[src/rtl/riscvi2oi_inst_decode_buf_if.sv]
// Val/rdy bundle between fetch, the decode buffer and its consumer.
// master drives instructions and out_rdy; slave is the decode stage.
interface riscvi2oi_inst_decode_buf_if #(
    parameter int PC_SZ = 32
);
    logic             in_val;
    logic             in_rdy;
    logic [31:0]      in_inst;
    logic [PC_SZ-1:0] in_pc;
    logic             squash;
    logic             out_val;
    logic             out_rdy;
    logic [PC_SZ-1:0] out_pc;
    logic [6:0]       out_opcode;
    logic [2:0]       out_funct3;
    logic [6:0]       out_funct7;
    logic [4:0]       out_rs1;
    logic [4:0]       out_rs2;
    logic [4:0]       out_rd;
    logic             out_rs1_en;
    logic             out_rs2_en;
    logic             out_rd_en;
    logic [2:0]       out_fmt;
    logic [31:0]      out_imm;
    logic             out_illegal;

    modport master (
        output in_val, in_inst, in_pc, squash, out_rdy,
        input  in_rdy, out_val, out_pc, out_opcode, out_funct3,
        input  out_funct7, out_rs1, out_rs2, out_rd,
        input  out_rs1_en, out_rs2_en, out_rd_en,
        input  out_fmt, out_imm, out_illegal
    );

    modport slave (
        input  in_val, in_inst, in_pc, squash, out_rdy,
        output in_rdy, out_val, out_pc, out_opcode, out_funct3,
        output out_funct7, out_rs1, out_rs2, out_rd,
        output out_rs1_en, out_rs2_en, out_rd_en,
        output out_fmt, out_imm, out_illegal
    );
endinterface

[src/rtl/riscvi2oi_inst_decode_buf.sv]
// Buffered RV32I decode stage: combinational decode, main reg + skid entry.
// Optional macro RISCV_DECODE_MULDIV_EN makes funct7=0000001 R-type legal.
module riscvi2oi_inst_decode_buf #(
    parameter int PC_SZ = 32
) (
    input logic clk,
    input logic reset,
    riscvi2oi_inst_decode_buf_if.slave bus
);
    localparam logic [2:0] FMT_R   = 3'd0;
    localparam logic [2:0] FMT_I   = 3'd1;
    localparam logic [2:0] FMT_S   = 3'd2;
    localparam logic [2:0] FMT_SB  = 3'd3;
    localparam logic [2:0] FMT_U   = 3'd4;
    localparam logic [2:0] FMT_UJ  = 3'd5;
    localparam logic [2:0] FMT_ILL = 3'd7;

`ifdef RISCV_DECODE_MULDIV_EN
    localparam logic MULDIV = 1'b1;
`else
    localparam logic MULDIV = 1'b0;
`endif

    typedef struct packed {
        logic [PC_SZ-1:0] pc;
        logic [6:0]       opcode;
        logic [2:0]       funct3;
        logic [6:0]       funct7;
        logic [4:0]       rs1;
        logic [4:0]       rs2;
        logic [4:0]       rd;
        logic             rs1_en;
        logic             rs2_en;
        logic             rd_en;
        logic [2:0]       fmt;
        logic [31:0]      imm;
        logic             illegal;
    } ent_t;

    ent_t        dec;
    ent_t        main_q, main_d;
    ent_t        skid_q, skid_d;
    logic        main_val_q, main_val_d;
    logic        skid_val_q, skid_val_d;
    logic [31:0] inst;
    logic        r_bad;
    logic        alt_bad;
    logic        ill;
    logic        in_fire;
    logic        out_fire;

    assign inst = bus.in_inst;

    always_comb begin
        dec        = '0;
        dec.pc     = bus.in_pc;
        dec.opcode = inst[6:0];
        dec.funct3 = inst[14:12];
        dec.funct7 = inst[31:25];
        dec.rs1    = inst[19:15];
        dec.rs2    = inst[24:20];
        dec.rd     = inst[11:7];
        case (inst[6:0])
            7'b0110011:                         dec.fmt = FMT_R;
            7'b0010011, 7'b0000011, 7'b1100111: dec.fmt = FMT_I;
            7'b0100011:                         dec.fmt = FMT_S;
            7'b1100011:                         dec.fmt = FMT_SB;
            7'b0110111, 7'b0010111:             dec.fmt = FMT_U;
            7'b1101111:                         dec.fmt = FMT_UJ;
            default:                            dec.fmt = FMT_ILL;
        endcase
        case (dec.fmt)
            FMT_I:  dec.imm = {{20{inst[31]}}, inst[31:20]};
            FMT_S:  dec.imm = {{20{inst[31]}}, inst[31:25], inst[11:7]};
            FMT_SB: dec.imm = {{20{inst[31]}}, inst[7], inst[30:25],
                               inst[11:8], 1'b0};
            FMT_U:  dec.imm = {inst[31:12], 12'b0};
            FMT_UJ: dec.imm = {{12{inst[31]}}, inst[19:12], inst[20],
                               inst[30:21], 1'b0};
            default: dec.imm = '0;
        endcase
        r_bad = (dec.fmt == FMT_R) &&
                !(dec.funct7 == 7'b0000000 || dec.funct7 == 7'b0100000 ||
                  (MULDIV && dec.funct7 == 7'b0000001));
        // The alternate funct7 only pairs with SUB/SRA-style funct3 values.
        alt_bad = (dec.funct7 == 7'b0100000) &&
                  (dec.funct3 != 3'b000) && (dec.funct3 != 3'b101);
        ill = (dec.fmt == FMT_ILL) || r_bad || alt_bad;
        dec.illegal = ill;
        dec.rs1_en  = !ill && (dec.fmt == FMT_R || dec.fmt == FMT_I ||
                               dec.fmt == FMT_S || dec.fmt == FMT_SB);
        dec.rs2_en  = !ill && (dec.fmt == FMT_R || dec.fmt == FMT_S ||
                               dec.fmt == FMT_SB);
        dec.rd_en   = !ill && (dec.rd != 5'd0) &&
                      (dec.fmt == FMT_R || dec.fmt == FMT_I ||
                       dec.fmt == FMT_U || dec.fmt == FMT_UJ);
    end

    assign bus.in_rdy = !reset && !skid_val_q;
    assign in_fire    = bus.in_val && bus.in_rdy && !bus.squash;
    assign out_fire   = main_val_q && bus.out_rdy && !bus.squash;

    always_comb begin
        main_d     = main_q;
        skid_d     = skid_q;
        main_val_d = main_val_q;
        skid_val_d = skid_val_q;
        if (bus.squash) begin
            main_val_d = 1'b0;
            skid_val_d = 1'b0;
        end else if (out_fire || !main_val_q) begin
            if (skid_val_q) begin
                main_d     = skid_q;
                main_val_d = 1'b1;
                skid_val_d = in_fire;
                if (in_fire) skid_d = dec;
            end else begin
                main_val_d = in_fire;
                if (in_fire) main_d = dec;
            end
        end else if (in_fire) begin
            skid_d     = dec;
            skid_val_d = 1'b1;
        end
    end

    always_ff @(posedge clk) begin
        if (reset) begin
            main_q     <= '0;
            skid_q     <= '0;
            main_val_q <= 1'b0;
            skid_val_q <= 1'b0;
        end else begin
            main_q     <= main_d;
            skid_q     <= skid_d;
            main_val_q <= main_val_d;
            skid_val_q <= skid_val_d;
        end
    end

    assign bus.out_val     = main_val_q;
    assign bus.out_pc      = main_q.pc;
    assign bus.out_opcode  = main_q.opcode;
    assign bus.out_funct3  = main_q.funct3;
    assign bus.out_funct7  = main_q.funct7;
    assign bus.out_rs1     = main_q.rs1;
    assign bus.out_rs2     = main_q.rs2;
    assign bus.out_rd      = main_q.rd;
    assign bus.out_rs1_en  = main_q.rs1_en;
    assign bus.out_rs2_en  = main_q.rs2_en;
    assign bus.out_rd_en   = main_q.rd_en;
    assign bus.out_fmt     = main_q.fmt;
    assign bus.out_imm     = main_q.imm;
    assign bus.out_illegal = main_q.illegal;
endmodule
[src/flat_wrapper.sv]
// flat-port wrapper written by rule: the top's interface ports become plain ports
module riscvi2oi_inst_decode_buf_flat 
#(
    parameter int PC_SZ = 32
)
  (clk, reset, bus_in_val, bus_in_inst, bus_in_pc, bus_squash, bus_out_rdy, bus_in_rdy, bus_out_val, bus_out_pc, bus_out_opcode, bus_out_funct3, bus_out_funct7, bus_out_rs1, bus_out_rs2, bus_out_rd, bus_out_rs1_en, bus_out_rs2_en, bus_out_rd_en, bus_out_fmt, bus_out_imm, bus_out_illegal);
  riscvi2oi_inst_decode_buf_if #(.PC_SZ(PC_SZ)) bus_i ();
  input logic clk;
  input logic reset;
  input wire logic [$bits(bus_i.in_val)-1:0] bus_in_val;
  input wire logic [$bits(bus_i.in_inst)-1:0] bus_in_inst;
  input wire logic [$bits(bus_i.in_pc)-1:0] bus_in_pc;
  input wire logic [$bits(bus_i.squash)-1:0] bus_squash;
  input wire logic [$bits(bus_i.out_rdy)-1:0] bus_out_rdy;
  output wire logic [$bits(bus_i.in_rdy)-1:0] bus_in_rdy;
  output wire logic [$bits(bus_i.out_val)-1:0] bus_out_val;
  output wire logic [$bits(bus_i.out_pc)-1:0] bus_out_pc;
  output wire logic [$bits(bus_i.out_opcode)-1:0] bus_out_opcode;
  output wire logic [$bits(bus_i.out_funct3)-1:0] bus_out_funct3;
  output wire logic [$bits(bus_i.out_funct7)-1:0] bus_out_funct7;
  output wire logic [$bits(bus_i.out_rs1)-1:0] bus_out_rs1;
  output wire logic [$bits(bus_i.out_rs2)-1:0] bus_out_rs2;
  output wire logic [$bits(bus_i.out_rd)-1:0] bus_out_rd;
  output wire logic [$bits(bus_i.out_rs1_en)-1:0] bus_out_rs1_en;
  output wire logic [$bits(bus_i.out_rs2_en)-1:0] bus_out_rs2_en;
  output wire logic [$bits(bus_i.out_rd_en)-1:0] bus_out_rd_en;
  output wire logic [$bits(bus_i.out_fmt)-1:0] bus_out_fmt;
  output wire logic [$bits(bus_i.out_imm)-1:0] bus_out_imm;
  output wire logic [$bits(bus_i.out_illegal)-1:0] bus_out_illegal;
  assign bus_i.in_val = bus_in_val;
  assign bus_i.in_inst = bus_in_inst;
  assign bus_i.in_pc = bus_in_pc;
  assign bus_i.squash = bus_squash;
  assign bus_i.out_rdy = bus_out_rdy;
  assign bus_in_rdy = bus_i.in_rdy;
  assign bus_out_val = bus_i.out_val;
  assign bus_out_pc = bus_i.out_pc;
  assign bus_out_opcode = bus_i.out_opcode;
  assign bus_out_funct3 = bus_i.out_funct3;
  assign bus_out_funct7 = bus_i.out_funct7;
  assign bus_out_rs1 = bus_i.out_rs1;
  assign bus_out_rs2 = bus_i.out_rs2;
  assign bus_out_rd = bus_i.out_rd;
  assign bus_out_rs1_en = bus_i.out_rs1_en;
  assign bus_out_rs2_en = bus_i.out_rs2_en;
  assign bus_out_rd_en = bus_i.out_rd_en;
  assign bus_out_fmt = bus_i.out_fmt;
  assign bus_out_imm = bus_i.out_imm;
  assign bus_out_illegal = bus_i.out_illegal;
  riscvi2oi_inst_decode_buf #(.PC_SZ(PC_SZ)) u_core (.clk(clk), .reset(reset), .bus(bus_i));
endmodule
[config.mk]
export PLATFORM = sky130hd
export DESIGN_NAME = riscvi2oi_inst_decode_buf_flat
export DESIGN_NICKNAME = d
export VERILOG_FILES = /design/src/rtl/riscvi2oi_inst_decode_buf_if.sv /design/src/rtl/riscvi2oi_inst_decode_buf.sv /design/src/flat_wrapper.sv
export SDC_FILE = /design/constraint.sdc
export NUM_CORES = 1
export LEC_CHECK = 0
export ABC_CLOCK_PERIOD_IN_PS = 2750
export BUFFER_PORTS_ARGS = -buffer_cell sky130_fd_sc_hd__buf_2
export CORE_MARGIN = 2
export CORE_UTILIZATION = 49
export CTS_CLUSTER_DIAMETER = 120
export DETAILED_ROUTE_END_ITERATION = 16
export GPL_TIMING_DRIVEN = 0
export PLACE_DENSITY = 0.82
export SYNTH_ARGS = -nofsm -noshare
export SYNTH_HDL_FRONTEND = slang
export SYNTH_SLANG_ARGS = --single-unit
[constraint.sdc]
create_clock -name clk -period 2.75 [get_ports clk]
set_input_delay 0 -clock clk [delete_from_list [all_inputs] [get_ports clk]]
set_output_delay 0 -clock clk [all_outputs]
set_load 0.02 [all_outputs]
# Yosys cells after proc, flatten, opt, wreduce, memory -nomap -nowiden
# Index checks and enable logic that the tools add are counted.
[word_totals] out_inout_bits=105 elab_cells=98 regBits=208 input_bits=69
[classes] bitwise_logic=1 reduce_logical=40 n_mux=11 n_eq_ne=18
[op_table] operator="$mux W103" n=5
[op_table] operator="$pmux W32 S5" n=1
[op_table] operator="$eq A7 B6 Y1 const B" n=4
[op_table] operator="$eq A7 B7 Y1 const B" n=3
[op_table] operator="$pmux W3 S6" n=1
[op_table] operator="$eq A7 B5 Y1 const B" n=2
[op_table] operator="$logic_and A1 B1 Y1" n=12
[op_table] operator="$logic_or A1 B1 Y1" n=11
[op_table] operator="$eq A3 B3 Y1 const B" n=3
[op_table] operator="$eq A7 B2 Y1 const B" n=1
[op_table] operator="$logic_not A7 Y1" n=1
[op_table] operator="$eq A3 B2 Y1 const B" n=2
[op_table] operator="$logic_not A1 Y1" n=6
[op_table] operator="$reduce_bool A5 Y1" n=1
[op_table] operator="$mux W1" n=4
[op_table] operator="$reduce_bool A2 Y1" n=2
[op_table] operator="$reduce_or A2 Y1" n=2
[op_table] operator="$eq A3 B1 Y1 const B" n=1
[op_table] operator="$logic_not A3 Y1" n=1
[op_table] operator="$ne A3 B3 Y1 const B" n=1
[op_table] operator="$reduce_and A3 Y1" n=1
[op_table] operator="$reduce_bool A3 Y1" n=1
[op_table] operator="$reduce_or A3 Y1" n=1
[op_table] operator="$ne A2 B1 Y1 const B" n=1
[op_table] operator="2 further kinds" n=2

# Longest topological paths before layout
# Gate-level depths: netlist (run 1).
[logic_depth] word_depth=13 depth_mapped=13 depth_no_buf=9

# Worst setup path before layout (run 1)
# Ideal clock, no wire load.
[synth_path] kind="input-to-reg" startpoint="input bus_in_inst[5]" endpoint="register u_core.main_q (netlist bit u_core.bus.out_imm[12])" setup_ns=0.080 path_buffers=4 stages=13 required_ns=2.670 slack_ns=0.144 t_arrival_ns=2.526 path_cell_list="buf_2 -> and4b_1 -> o2111a_1 -> buf_4 -> inv_2 -> ha_1 -> nor3b_4 -> nor2_2 -> or4b_4 -> buf_6 -> nor2b_4 -> buf_6 -> a211oi_2"
[synth_between] elab_chain_cells=7 word_cells_on_any_way=20 classes_between="eq/ne: 14; mux: 4; reduce/logical: 2"
[synth_lines] item="start: declaration" line_no="flat_wrapper.sv:11" rtl="input wire logic [$bits(bus_i.in_inst)-1:0] bus_in_inst;"
[synth_lines] item="$eq A7 B5 Y1 (tied with other cells)" line_no="riscvi2oi_inst_decode_buf.sv:63" rtl="case (inst[6:0])"
[synth_lines] item="$reduce_or A3 Y1 or $reduce_or A2 Y1 (tied branches)" line_no="riscvi2oi_inst_decode_buf.sv:63"
[synth_lines] item="$pmux W3 S6 (*)" line_no="riscvi2oi_inst_decode_buf.sv:63"
[synth_lines] item="$eq A3 B3 Y1 (tied with other cells)" line_no="riscvi2oi_inst_decode_buf.sv:72" rtl="case (dec.fmt)"
[synth_lines] item="$pmux W32 S5 (*)" line_no="riscvi2oi_inst_decode_buf.sv:72"
[synth_lines] item="$mux W103 (*)" line_no="riscvi2oi_inst_decode_buf.sv:119" rtl="if (in_fire) main_d = dec;"
[synth_lines] item="$mux W103 (*)" line_no="riscvi2oi_inst_decode_buf.sv:112" rtl="if (skid_val_q) begin"
[synth_lines] item="end signal: assignment" line_no="riscvi2oi_inst_decode_buf.sv:134" rtl="main_q <= main_d;"
[synth_lines] item="end: declaration" line_no="riscvi2oi_inst_decode_buf.sv:41" rtl="ent_t main_q, main_d;"
# Every way passes the cells marked *; elsewhere a longest branch is shown, timed or not. The select of a mux whose other input is x is not followed.
# A chain may end at the register's enable or synchronous reset.

# Worst setup path in the final report (run 1)
[layout_path] startpoint="input bus_in_inst[0]" endpoint="register u_core.main_q (netlist bit u_core.bus.out_imm[15])"
# Same word-level chain as after synthesis.

==> implementation parameters, run 1 <==
Parameter                              Value

Die
  Die extent in y    138 um
  Top Ports    174
  Core Area    0.0174 mm^2
  Die area    0.0190 mm^2
  Row cnt    48
  Initial Util    50.3%
  X dimension of the die    138 um

Worst setup path
  Depth of the worst register-to-register path    6
  Data required time of the critical path    3160 ps
  Worst setup path category    in2reg
  Critical path's slowest cell    dlygate4sd3_1
  Critical Path, Cell by Cell    dlygate4sd3_1 -> buf_2 -> o2111a_1 -> buf_4 -> inv_2 -> ha_2 -> nor3b_4 -> nor2_2 -> or4b_4 -> buf_6 -> nor2b_4 -> buf_6 -> a211oi_2
  R2R setup slack    210 ps
  Highest net fanout along the worst path    10
  Crit path top cell by count    buf_6
  Worst R2R Start    u_core.bus.out_val
  Kind of end point of the critical path    flop
  Critical R2R Capture    u_core.bus.out_pc[12]
  Cell type group with the largest total delay on the critical path    buffers and inverters
  Buffering stage count on the worst path with inverters included    6
  Delay of the slowest critical-path stage    530 ps
  Critical path launch point type    input port
  Endpoint arrival time on the critical path    3030 ps
  Launching element of the worst setup path    bus_in_inst[0]

Min path
  Hold Crit Start    reset
  Hold Path Cell Cnt    4
  Worst min-delay path class    in2reg
  Worst hold endpoint    u_core.bus.out_imm[31]

Synthesis
  Number of synthesized flops with an enable pin    0
  Fraction of synthesized area in multiplexers    7.66%
  Synth area leaders    dfxtp_1, a211oi_1, mux2i_1
  Syn_area_per_cell    8.74 um^2
  Area share of the leading cell type in the synthesized netlist    47.5%
  Synthesized net count    1073
  Cell variety after synth    59
  Adder-cell share of the synthesized area    0.143%
  Async S/R FF share, synth    0%
  Yosys warnings    0
  Post-synthesis sequential area ratio    47.5%
  Synth Flop Type    dfxtp_1
  Main combinational cell family by area after synthesis    compound AO/OA/AOI/OAI gates
  Mapped Area    0.00877 mm^2
  Post-synthesis cell type with the largest combined area    dfxtp_1
  Gate count after technology mapping    1003
  Xor-xnor portion of the synthesized cell area    0.200%
  Ranking of synthesized cells by instance count    dfxtp_1, nand2_1, nor2_1, a211oi_1, a21oi_1
  Synthesized-area fraction occupied by ao, oa, aoi and oai cells    21.2%
  Count leader, synth    dfxtp_1
  Synth Area in Simple Gates    18.8%
  Synthesis-stage register bit count    208

STA
  Number of hold violations in the final report    0
  Crit path setup slack, layout    130 ps
  Count of endpoints failing setup in the final report    0
  Actual transition at the worst max-transition pin    794 ps
  Worst clock skew    8.03 ps
  Top achievable clock speed    382 MHz
  Setup repair after global routing missed its margin    no
  Period utilisation layout    95.3%
  Number of pins with negative max-slew slack in the final report    0
  Minimum period implied by the final worst setup slack    2620 ps
  Max-slew headroom    47.1%

Finish
  Final cell count without fillers    1502
  Fraction of layout cells with a size suffix above 1    19.2%
  Number of nets in the final layout    1332
  Number of diodes added for antenna fixing    0
  Area growth, synth to finish    29.5%

Global route
  Wire length of the first global-routing pass    43.3 mm
  Vias in the first global route    8365
  Grt total ovfl    0
  Pin count of the biggest net entering global routing    15
  Combined global-route utilization of all metal layers    29.2%
  Antenna violations before repair    0

Power and ir drop
  Power density over cell area    607 mW/mm^2
  Peak supply drop    519 uV
  Leak pwr    4.22 nW

Clocking
  Buffer type at the clock tree root    clkbuf_16
  TritonCTS clock tree    done
  Number of buffers added for setup after CTS    0
  H-tree level count    1
  Clock buffer count from CTS    22
  Later-pin clock latency in the skew report    500 ps
  Sink Count    208
  Number of buffers between clock root and the deepest sink    3
  Clock-pin slew on the worst setup and hold paths    60 ps

Placed design
  Last weighted congestion value of the routability-driven placer    0.963
  Pre-CTS worst setup slack    -242 ps
  Number of instances in the placed design    1396
  Total half-perimeter wirelength after legalization and detailed placement    19.5 mm
  Number of port buffers    168

Route
  Via Count    8645
  Antenna violation net count after detailed routing    0
  Average vias per placed instance    5.76
  DR DRC count    0
  Initial DRC count    786
  Router iterations before antenna repair    5
  Total wire length after detailed routing    28.3 mm
  Average routed wire per standard cell    18.8 um

Flow run
  Max-cap violations    0

Status
  Result of the run    completed
worst min-delay path, stage by stage:
cell	delay [ps]
buf_2	150
nor4b_1	90
nand2_1	170
o211ai_1	110
layout make-up:
class / count / area [um^2]
fillers: 1438 / 6060
multi-input cells: 703 / 4270
flip-flops and latches: 208 / 4160
repair buffers: 235 / 1510
clock buffers: 30 / 612
plain buffers: 88 / 383
well taps: 225 / 282
clock inverters: 9 / 120
inverters: 4 / 15.0
timing repair:
item                       in CTS  in global routing
hold endpoints to repair      185                  0
pin swaps                       0                  1
gates resized for setup         2                 17
setup endpoints to repair      81                128
hold buffers                   67                  0
registers in the layout, indices dropped and copies added, names as in the netlist, 3 cells and up:
register	cells
u_core.skid_q	103
u_core.bus.out_funct3	3
u_core.bus.out_fmt	3
u_core.bus.out_opcode	7
u_core.bus.out_pc	32
u_core.bus.out_rd	5
u_core.bus.out_rs1	5
u_core.bus.out_rs2	5
u_core.bus.out_imm	32
u_core.bus.out_funct7	7
through the flow:
| stage | cell area, um^2 | power [mW] | util [%] | TNS (ps) | hold slack [ps] |
|---|---|---|---|---|---|
| after global routing | 11400 | 7.08 | 65.2 | 0 | 101 |
| after detailed placement | 9890 | 3.83 | 56.8 | -14870 | 255 |
| after floorplan | 8770 | 3.57 | - | 0 | 78.5 |
| final | 11400 | 6.89 | 65.2 | 0 | 89.0 |
| after global placement | 9890 | 3.82 | 56.8 | -11270 | 253 |
| after CTS | 11300 | 6.89 | 64.9 | 0 | 53.1 |
per-layer routing:
layer	wire length, um	share of wire, %	track usage [%]
met3	2160	7.6	5.00
met1	11700	42	38.2
met2	13300	47	47.3
met4	1040	3.7	13.2
met5	0	0	0
where the power goes:
group          leakage, nW  internal [mW]  total (mW)  switching [mW]
clock network        0.364           1.84        3.03            1.19
logic                 2.17          0.274       0.724           0.451
registers             1.69           3.09        3.14          0.0432
how the worst max path moves through the flow:
stage / slack [ps] / endpoint / cells past startpoint
final: 130 / u_core.bus.out_imm[15] / 13
after global routing: 20 / u_core.bus.out_imm[12] / 13
after CTS: 40 / u_core.skid_q[22] / 12
after detailed placement: -240 / u_core.bus.out_rs1[1] / 6
after global placement: -190 / u_core.bus.out_pc[12] / 6
after floorplan: 140 / u_core.bus.out_imm[12] / 13
cells by family after synthesis:
logic type	Yosys count
compound gates	273
xor+xnor	2
fa+ha+maj	1
buf+inv	92
flops	208
mux	67
simple gates	360
cells in the final DEF, fill, tap and decap left out, drive strengths merged, types with 7 or more instances in the layout:
cell         Yosys  layout
dfxtp          208     208
buf             14     182
nand2          169     169
a211oi         108     108
nor2           104     104
clkbuf          74     104
a21oi           79      79
dlygate4sd3      0      67
mux2i           66      66
o21ai           41      41
nand3b          28      28
a22o            14      14
and3            11      11
nand3           10      10
nor4b            7       7
nor3             7       7
Power figures use the tool's default switching activity.
==> run 2: changes to the inputs <==
ABC_CLOCK_PERIOD_IN_PS = 2300   (was 2750)
BUFFER_PORTS_ARGS = -buffer_cell sky130_fd_sc_hd__buf_4   (was -buffer_cell sky130_fd_sc_hd__buf_2)
clock period = 2.3 ns   (was 2.75 ns; I/O delays follow)
==> run 2 against run 1 <==
Compared with the run above:
- sequential share of layout area down 1.4 points
- clock power increased by 16%
- via count is 1.9% higher
- power increased by 20%
- critical path depth shrank 9
- clock-buffer cell count grew 2
- die area stayed put
- routed wire length grew 1.7%
- largest cell class unchanged
==> implementation parameters, run 2 (synthesis results as in run 1) <==
Parameter                              Value

Status
  Result of the run    completed

Min path
  Worst min-delay path class    in2reg
  Hold Path Cell Cnt    4 (unchanged)

Clocking
  Clock buffer count from CTS    22 (unchanged)
  Sink Count    208 (unchanged)
  H-tree level count    1 (unchanged)
  Clock-pin slew on the worst setup and hold paths    60 ps (about the same)
  TritonCTS clock tree    done
  Later-pin clock latency in the skew report    500 ps (about the same)
  Number of buffers between clock root and the deepest sink    3 (unchanged)
  Buffer type at the clock tree root    clkbuf_16

STA
  Worst hold slack    44.1 ps (-44.9 ps)
  Minimum period implied by the final worst setup slack    2230 ps
  Number of hold violations in the final report    0 (unchanged)
  Count of endpoints failing setup in the final report    0 (unchanged)
  Worst clock skew    8.86 ps (+0.836 ps)
  Number of pins with negative max-slew slack in the final report    0 (unchanged)
  Top achievable clock speed    449 MHz
  Max-slew headroom    43.7% (-3.4 points)
  Period utilisation layout    96.7%
  Actual transition at the worst max-transition pin    845 ps (+50.9 ps)

Finish
  Number of flip-flops in the largest register    103 (unchanged)
  Most common cell after layout, fill and taps aside    dfxtp_1
  Number of diodes added for antenna fixing    0 (unchanged)
  Largest register by flop count    u_core.skid_q
  Fraction of layout cells with a size suffix above 1    20.3% (+1.2 points)
  Number of nets in the final layout    1333 (+0.075%)
  Area growth, synth to finish    34.8%
  Final cell area excluding filler cells    0.0118 mm^2 (+4.1%)
  Post-layout utilization of the core    67.9% (+2.7 points)
  Final cell count without fillers    1503 (+0.067%)
  Commonest cells after routing, fill and taps aside    dfxtp_1, buf_4, nand2_1

Worst setup path
  Worst setup path category    reg2reg
  Endpoint arrival time on the critical path    2590 ps (-440 ps)
  Kind of end point of the critical path    flop
  Critical path launch point type    flop
  Highest net fanout along the worst path    19 (+9)
  Depth of the worst register-to-register path    4 (-2)
  Data required time of the critical path    2660 ps (-500 ps)

Placed design
  Number of port buffers    168 (unchanged)
  Total half-perimeter wirelength after legalization and detailed placement    19.2 mm (-2.0%)
  Number of instances in the placed design    1396 (unchanged)
  Post-place instance area    0.0103 mm^2 (+4.6%)
  Last weighted congestion value of the routability-driven placer    0.957 (-0.56%)

Global route
  Wire length of the first global-routing pass    43.9 mm (+1.4%)
  Vias in the first global route    8578 (+2.5%)
  Pin count of the biggest net entering global routing    20 (+5)
  Combined global-route utilization of all metal layers    29.6% (+0.42 points)
  Grt total ovfl    0 (unchanged)
  Antenna violations before repair    0 (unchanged)

Route
  Average vias per placed instance    5.86 (+1.8%)
  Initial DRC count    850 (+8.1%)
  Antenna violation net count after detailed routing    0 (unchanged)
  Total wire length after detailed routing    28.8 mm (+1.7%)
  Via Count    8805 (+1.9%)
  Router iterations before antenna repair    7 (+2)
  DR DRC count    0 (unchanged)
  Average routed wire per standard cell    19.1 um (+1.7%)

Die
  Row cnt    48 (unchanged)
  Initial Util    50.3% (unchanged)
  X dimension of the die    138 um (unchanged)
  Die area    0.0190 mm^2 (unchanged)
  Top Ports    174 (unchanged)
  Die extent in y    138 um (unchanged)
  Core Area    0.0174 mm^2 (unchanged)

Power and ir drop
  Power density over cell area    697 mW/mm^2 (+15%)
  Post-layout power    8.24 mW (+20%)
  Leak pwr    4.34 nW (+2.7%)
  Peak supply drop    563 uV (+8.5%)

Flow run
  Max-cap violations    0 (unchanged)
[run 2: changes by cell type in the layout (fill, tap and decap cells not counted), moves of 2 or more]
cell	before	now
buf_4	3	170
buf_2	172	6
clkbuf_1	75	60
clkbuf_2	5	13
clkbuf_8	1	4
buf_6	4	6
bufinv_16	3	1
dlygate4sd3_1	67	69
inv_6	0	2
[run 2: cell type report]
class,instances,area [um^2]
Buffer,86,410
Clock buffer,32,649
Clock inverter,7,63.8
Fill cell,1363,5600
Inverter,4,20.0
Multi-Input combinational cell,703,4270
Sequential cell,208,4160
Tap cell,225,282
Timing Repair Buffer,238,1960
[run 2: power by group]
group	switching [mW]	leakage, nW	internal, mW
combinational	0.549	2.29	0.412
sequential	0.0583	1.69	3.70
clock	1.45	0.356	2.07
[run 2: critical path: stages, from the launching register on]
cell	delay (ps)
dfxtp_1	430
buf_2	450
buf_1	690
mux2i_1	380
a211oi_1	130
[run 2: stage by stage]
step	setup TNS, ps	worst slack, ps
2_1_floorplan	-881	-110
3_3_place_gp	-47810	-426
3_5_place_dp	-52170	-511
4_1_cts	-60.2	-18.2
5_1_grt	-31.9	-17.3
6_report	0	75.0
[run 2: path summary, 6_finish.rpt]
kind,from,to,slack [ps]
setup / recovery,u_core.skid_val_q,u_core.bus.out_rd[4],70
hold / removal,bus_in_inst[1],u_core.skid_q[32],40
setup reg to reg,u_core.skid_val_q,u_core.bus.out_rd[4],70
hold reg to reg,u_core.skid_q[4],u_core.skid_q[4],450
[run 2: layer usage]
layer	GRT usage, %	vias to the layer above	routed length [um]
li1	-	4073	-
met1	38.0	4216	11700
met2	49.2	441	13700
met3	5.89	75	2520
met4	11.5	0	876
met5	0	-	0
[run 2: repair_timing]
| action | 4_1_cts | 5_1_grt |
|---|---|---|
| setup endpoints to repair | 131 | 149 |
| setup buffers | 0 | 1 |
| resized for setup | 13 | 23 |
| hold buffers | 69 | 0 |
| cloned | 0 | 0 |
| hold endpoints to repair | 185 | 0 |
| pin swaps | 0 | 1 |
